===== src/rtl/my_mem_par.sv =====
// Single-port parity-protected memory: per-lane even parity on write, checked on read.
// Reads return one cycle later; no backpressure, requests are ignored until the init sweep finishes.
module my_mem_par #(
  parameter int DATA_W    = 8,
  parameter int LANE_W    = 8,
  parameter int ADDR_W    = 16,
  parameter int DEPTH     = 64,
  parameter int ERR_CNT_W = 16
) (
  input  logic                           clk,
  input  logic                           rst_n,
  input  logic                           write,
  input  logic                           read,
  input  logic [ADDR_W-1:0]              address,
  input  logic [DATA_W-1:0]              data_in,
  input  logic                           inject_err,
  input  logic                           clr_err,
  output logic                           ready,
  output logic [DATA_W+DATA_W/LANE_W-1:0] data_out,
  output logic                           data_valid,
  output logic                           parity_err,
  output logic                           illegal_op,
  output logic [ERR_CNT_W-1:0]           error_count
);

  localparam int LANES  = DATA_W / LANE_W;
  localparam int WORD_W = DATA_W + LANES;
  localparam int IDX_W  = (DEPTH > 1) ? $clog2(DEPTH) : 1;

  typedef enum logic {INIT, RUN} state_t;

  state_t            state, state_nxt;
  logic [IDX_W-1:0]  ptr, ptr_nxt;
  logic [WORD_W-1:0] mem [DEPTH];

  logic              in_range, do_write, do_read, req_illegal;
  logic              perr_nxt;
  logic [IDX_W-1:0]  addr_idx;
  logic [WORD_W-1:0] rd_word;
  logic [LANES-1:0]  wr_par;

  function automatic logic [LANES-1:0] lane_par(input logic [DATA_W-1:0] d);
    logic [LANES-1:0] p;
    p = '0;
    for (int i = 0; i < LANES; i++) p[i] = ^d[i*LANE_W +: LANE_W];
    return p;
  endfunction

  always_ff @(posedge clk or negedge rst_n) begin
    if (!rst_n) begin
      state <= INIT;
      ptr   <= '0;
    end else begin
      state <= state_nxt;
      ptr   <= ptr_nxt;
    end
  end

  always_comb begin
    state_nxt = state;
    ptr_nxt   = ptr;
    case (state)
      INIT: begin
        ptr_nxt = ptr + IDX_W'(1);
        if (ptr == IDX_W'(DEPTH - 1)) begin
          state_nxt = RUN;
          ptr_nxt   = '0;
        end
      end
      default: ;
    endcase
  end

  assign ready       = (state == RUN);
  assign addr_idx    = address[IDX_W-1:0];
  assign in_range    = ({1'b0, address} < (ADDR_W+1)'(DEPTH));
  assign do_write    = ready && write && !read && in_range;
  assign do_read     = ready && read && !write && in_range;
  assign req_illegal = ready && (read || write) && ((read && write) || !in_range);
  assign wr_par      = lane_par(data_in) ^ LANES'(inject_err);
  assign rd_word     = mem[addr_idx];
  assign perr_nxt    = do_read && (lane_par(rd_word[DATA_W-1:0]) != rd_word[WORD_W-1:DATA_W]);

  // Storage has no reset: the init sweep is what clears it after every reset.
  always_ff @(posedge clk) begin
    if (state == INIT)
      mem[ptr] <= '0;
    else if (do_write)
      mem[addr_idx] <= {wr_par, data_in};
  end

  always_ff @(posedge clk or negedge rst_n) begin
    if (!rst_n) begin
      data_out    <= '0;
      data_valid  <= 1'b0;
      parity_err  <= 1'b0;
      illegal_op  <= 1'b0;
      error_count <= '0;
    end else begin
      data_valid <= do_read;
      parity_err <= perr_nxt;
      illegal_op <= req_illegal;
      if (do_read)
        data_out <= rd_word;
      // Clear wins over a coincident event; a parity error and illegal op cannot coincide.
      if (clr_err)
        error_count <= '0;
      else if ((perr_nxt || req_illegal) && (error_count != '1))
        error_count <= error_count + ERR_CNT_W'(1);
    end
  end

endmodule

===== config.mk =====
export PLATFORM = sky130hd
export DESIGN_NAME = my_mem_par
export DESIGN_NICKNAME = d
export VERILOG_FILES = /design/src/rtl/my_mem_par.sv
export SDC_FILE = /design/constraint.sdc
export NUM_CORES = 1
export LEC_CHECK = 0
export CAP_MARGIN = 0
export CORE_MARGIN = 4
export CORE_UTILIZATION = 32
export DETAILED_ROUTE_END_ITERATION = 6
export GPL_TIMING_DRIVEN = 1
export PLACE_DENSITY = 0.56
export SYNTH_ARGS = -nofsm -noshare
export SYNTH_HDL_FRONTEND = slang
export SYNTH_SLANG_ARGS = --single-unit

===== constraint.sdc =====
create_clock -name clk -period 3.75 [get_ports clk]
set_clock_uncertainty 0.05 [all_clocks]
set_input_delay 1.125 -clock clk [delete_from_list [all_inputs] [get_ports clk]]
set_output_delay 1.125 -clock clk [all_outputs]
set_load 0.01 [all_outputs]

### Word-level counts from Yosys, hierarchy flattened

Memory sizes are Yosys's and may differ from the RTL's.
Index checks and enable logic that the tools add are counted.

| operators by class | value |
|---|---|
| $add $sub $neg | 2 |
| order comparisons | 1 |
| equal/unequal tests | 3 |
| multiplexer cells | 12 |
| bitwise operators | 1 |
| reductions and logical operators | 21 |

Operators with widths:

| operator | count |
|---|---|
| 16-bit two-way mux | 2 |
| 16-bit by 1-bit adder with 16-bit output (second input constant) | 1 |
| 16-bit by 7-bit less-than comparator with 1-bit output (second input constant) | 1 |
| 16-bit inequality test (second input constant) | 1 |
| 8-bit parity | 2 |
| 6-bit two-way mux | 2 |
| 1-bit logical AND | 11 |
| 9-bit two-way mux | 1 |
| 9-bit OR reduction | 1 |
| 1-bit two-way mux | 7 |
| 6-bit by 1-bit adder with 6-bit output (second input constant) | 1 |
| 6-bit == test (second input constant) | 1 |
| 1-bit logical NOT | 3 |
| 1-bit logical OR | 3 |
| 2-bit nonzero test | 1 |
| 1-bit inequality test | 1 |
| 1-bit XOR | 1 |

| storage, ports and cells | value |
|---|---|
| register bits after elaboration | 35 |
| RAM bits | 576 |
| input bits | 30 |
| output and inout port bits | 29 |
| logic and storage cells | 48 |
| memories | 1 |

Memory list:

| name | words | bits a word | rd ports | clocked after memory_dff | write ports | line | text |
|---|---|---|---|---|---|---|---|
| mem | 64 | 9 | 1 | 0 | 1 | 34 | `logic [WORD_W-1:0] mem [DEPTH];` |

### Longest topological paths before layout

| logic depth | value |
|---|---|
| depth after elaboration | 8 |
| gate-level depth with buffers | 17 |
| depth with buffers taken out | 11 |

### Worst setup path after synthesis

No wires, ideal clock.

| timing path | value |
|---|---|
| kind | input to register |
| from | in address[1] |
| to | reg error_count[1] |
| library setup time | 130 ps |
| data arrival time | 4,052 ps |
| required time | 3,570 ps |
| setup slack | -482 ps |
| cell stages on the path | 14 |
| buffers on the path | 4 |
| cells stage by stage | buf_4 -> buf_4 -> buf_4 -> mux4_2 -> mux4_2 -> mux2i_1 -> xor2_1 -> nor2_1 -> a21oi_2 -> xnor3_2 -> o21ai_4 -> buf_6 -> mux2i_1 -> nor2_1 |

| on the way | value |
|---|---|
| word-level cells in the longest chain between the ends | 7 |
| elaborated cells on any way between the ends | 12 |
| those cells by class | order compare: 1; eq/ne: 1; reduce/logical: 9; memory: 1 |

RTL lines:

| element | line | text |
|---|---|---|
| from (decl) | 14 | `input logic [ADDR_W-1:0] address,` |
| memory 64 x 9 bit / 16-bit by 7-bit less-than comparator with 1-bit output (equally long branches) | n/a |  |
| 8-bit parity / 1-bit logical NOT (equally long branches) | 45, 79 |  |
| 1-bit inequality test / 1-bit logical OR (equally long branches) | 82, 79 |  |
| 1-bit logical AND, on equally long branches | 82, 79 |  |
| 1-bit logical OR * | 108 | `else if ((perr_nxt \|\| req_illegal) && (error_count != '1))` |
| 1-bit logical AND * | 108 |  |
| 2-bit nonzero test (no source line) * | n/a |  |
| to (signal assigned) | 109 | `error_count <= error_count + ERR_CNT_W'(1);` |
| to (decl) | 23 | `output logic [ERR_CNT_W-1:0] error_count` |

Every way passes the cells marked *; elsewhere a longest branch is shown, timed or not.
A chain may end at the register's enable or synchronous reset.

### Final worst setup path

| timing path | value |
|---|---|
| from | in address[0] |
| to | reg error_count[1] |

Same word-level chain as after synthesis.

==> summary.md <==
| Metric | Value |
|---|---|
| Status | finished with violations |
| Failing checks | setup timing |
| Worst path cell trace | buf_16, buf_12, buf_16, mux4_2, mux4_2, mux2i_1, a21oi_2, xnor2_2, xnor2_2, xnor3_2, o21ai_4, buf_12, buf_16, mux2i_1, nor2_1 |
| Hold Path Depth | 1 |
| PwrDens | 448 mW/mm2 |
| Total CTS buffers | 67 |
| Sequential share of power | 0.509 |
| Setup slack, reg-to-reg | 0.25 ns |
| Worst rel slew slack | 0.450 |
| Reg2reg path depth | 13 |
| CP dominant cell by count | buf_16 |
| Hold path startpoint | data_out[7]$_DFFE_PN0P_ |
| Switching pwr | 2910 uW |
| Layout area overhead | 30.7% |
| Commonest non-fill, non-tap cell in the layout | edfxtp_1 |
| Clock power share | 0.444 |
| Period utilization | 1.07 |
| Final ANT Viol Nets | 0 |
| Final slew viol count | 0 |
| Final Setup Violations | 16 |
| Clock transition at path regs | 0.06 ns |
| Post-synth EDFFs | 576 |
| Synth cell types | 61 |
| Setup WS post-layout | -0.247 ns |
| Syn. warnings | 0 |
| Syn Nets | 1273 |
| Synthesized cell area | 0.0247 mm2 |
| Fin. Hold Viols | 0 |
| Final min period | 4.00 ns |
| HP Class | flop to flop |
| Setup CP Type | input pin to flop |
| Worst path max stage delay | 0.53 ns |
| Most frequent cells in the layout | edfxtp_1 (576), buf_4 (208), mux4_2 (141) |
| Height of the die | 286 um |
| GR Overflow Total | 0 |
| Fin area | 0.0322 mm2 |
| Initial Utilization | 0.324 |
| Post-DP HPWL | 43800 um |
| Clock tree root buffer cell | clkbuf_16 |
| Total Die Area | 0.0816 mm2 |
| Critical R2R Launch | mem[46][2]$_DFFE_PP_ |
| DRT Pass-1 Iters | 5 |
| # clock sinks | 611 |
| Peak VDD IR | 0.270 mV |
| Max FO, Critical Path | 7 |
| Syn Area/Cell | 19.9 um2 |
| Synth Register Bits | 611 |
| DP Cell Count | 2521 |
| # diodes | 0 |
| Routed wire length | 66200 um |
| Cell family with most CP delay | multiplexers |
| Main flop type after synthesis | edfxtp_1 |
| Number of global-route vias before repair | 14000 |
| CP Capture Type | flop |
| Share of layout cells above drive strength 1 | 0.404 |
| CP Launch Type | input pin |
| Fmax | 0.250 GHz |
| Least-Margin Pin Slew | 0.825 ns |
| Tot GR Track Use | 0.162 |
| Iter 0 DRT Violations | 1120 |
| PortBufs | 58 |
| First-pass GRT wire length | 97000 um |
| Async SR Flop Fraction | 0.0573 |
| GP Congestion | 0.856 |
| Die X-Extent | 286 um |
| P_leak | 0.00946 uW |
| TritonCTS clock tree | built |
| Largest net degree at the start of global routing | 65 |
| Critical Path AT | 4.40 ns |
| Final core occ | 0.423 |
| Max Cap Viol | 0 |
| Worst EP required | 4.15 ns |
| Sw frac | 0.202 |
| Initial antenna violation count | 0 |
| Worst skew pair latency | 0.61 ns |
| Via/cell ratio | 5.03 |
| H-tree levels | 3 |
| Site Rows | 101 |
| Routed wire per std cell | 24.6 um |
| Worst path bufs/invs | 5 |
| Total internal power | 11500 uW |
| Core region area | 0.0762 mm2 |
| Power share of the combinational group | 0.047 |
| Hold EP | data_out[7]$_DFFE_PN0P_ |
| CTS Hold Bufs | 0 |
| CP max stage cell | mux4_2 |
| NumNets Final | 1638 |
| Worst flop-to-flop path endpoint | error_count[1]$_DFFE_PN0P_ |
| Placed cell areas | 0.0290 mm2 |
| Vias | 13500 |
| RSZ-0062 raised after global routing | yes |
| Synthesized instance count | 1241 |
| DR DRC count | 0 |
| Post-synthesis sequential area ratio | 0.737 |
| Post-route non-filler standard cell count | 2686 |
| Bufs on Longest Clock Path | 3 |
| Ports | 59 |
## layer usage
| layer | up-vias | track usage | part of all wire |
|---|---|---|---|
| met4 | 0 | 0.0403 | 0.017 |
| met2 | 452 | 0.256 | 0.47 |
| met5 | - | 0 | 0 |
| met1 | 7128 | 0.226 | 0.44 |
| li1 | 5841 | - | - |
| met3 | 77 | 0.0418 | 0.074 |
## through the flow
step	total power [uW]	setup WS [ns]	hold WS, ns	setup TNS (ns)
after floorplan	7780	-0.399	0.422	-10.32
after global placement	8040	-1.23	0.449	-256.95
after detailed placement	8040	-1.11	0.466	-274.02
after CTS	14600	-0.185	0.479	-2.25
after global routing	14900	-0.303	0.501	-4.73
final	14500	-0.247	0.467	-3.04
## flip-flops by register name (all words and copies together) (netlist names)
signal and cells:
data_out 9, data_valid 1, error_count 16, illegal_op 1
mem 576, parity_err 1, ptr 6, ready 1
## cell type report
class / instances / area [um2]
well taps: 1030 / 1290
multi-input cells: 552 / 6450
inverters: 9 / 42.5
flip-flops and latches: 611 / 18200
repair buffers: 365 / 4160
clock inverters: 32 / 292
clock buffers: 87 / 1850
fillers: 6622 / 44000
## cell usage after synthesis (all sizes together), types with 4 or more instances
cell type  number  share of area
edfxtp        576           0.70
mux4          155           0.14
nor2           76          0.012
nand2          67          0.010
buf            45          0.015
dfrtp          35          0.036
mux2i          29          0.012
clkbuf         24         0.0037
nand3          23         0.0047
xnor2          17         0.0063
a21oi          16         0.0034
o21ai          16         0.0037
and2           14         0.0036
nor3           13         0.0026
mux2           12         0.0055
nand2b         12         0.0030
o21a           11         0.0033
o21ba           8         0.0032
o31ai           8         0.0024
o22ai           7         0.0018
and3            6         0.0015
inv             6        0.00091
a31oi           5         0.0013
nand4           5         0.0013
a211oi          4         0.0012
nor4            4         0.0010
o211ai          4         0.0012
or4             4         0.0012
## kinds of logic (layout without fill, tap and decap cells)
family / count (synthesis) / after routing / synth area share
AOI/OAI and AO/OA: 100 / 100 / 0.0296
xor gates and xnor gates: 20 / 20 / 0.00801
adders and majority gates: 2 / 2 / 0.00101
buffers and inverters: 78 / 493 / 0.0196
DFF: 611 / 611 / 0.737
muxes: 196 / 196 / 0.162
and+or+nand+nor: 234 / 234 / 0.0435
## power by group through the flow
stage | Sequential [uW] | Clock, uW | Combinational, uW
4_1_cts | 7350 | 6570 | 667
5_1_grt | 7350 | 6870 | 714
3_3_place_gp | 7490 | 0 | 544
2_1_floorplan | 7490 | 0 | 287
6_report | 7350 | 6420 | 678
3_5_place_dp | 7490 | 0 | 545
## what timing repair did
item                       4_1_cts  5_1_grt
resized for setup               77       39
pin swaps                       11       11
setup endpoints to repair       90      343
cloned                          10        0
setup buffers                   33        5
## how the worst max path moves through the flow
stage               start                           to  slack (ns)  cells after the start
3_3_place_gp   address[4]  error_count[13]$_DFFE_PN0P_       -1.23                     14
4_1_cts        address[0]   error_count[1]$_DFFE_PN0P_       -0.19                     15
3_5_place_dp   address[4]  error_count[13]$_DFFE_PN0P_       -1.11                     15
2_1_floorplan  address[0]   error_count[1]$_DFFE_PN0P_       -0.40                     14
6_report       address[0]   error_count[1]$_DFFE_PN0P_       -0.25                     15
5_1_grt        address[0]   error_count[1]$_DFFE_PN0P_       -0.30                     18
Power figures use the tool's default switching activity.
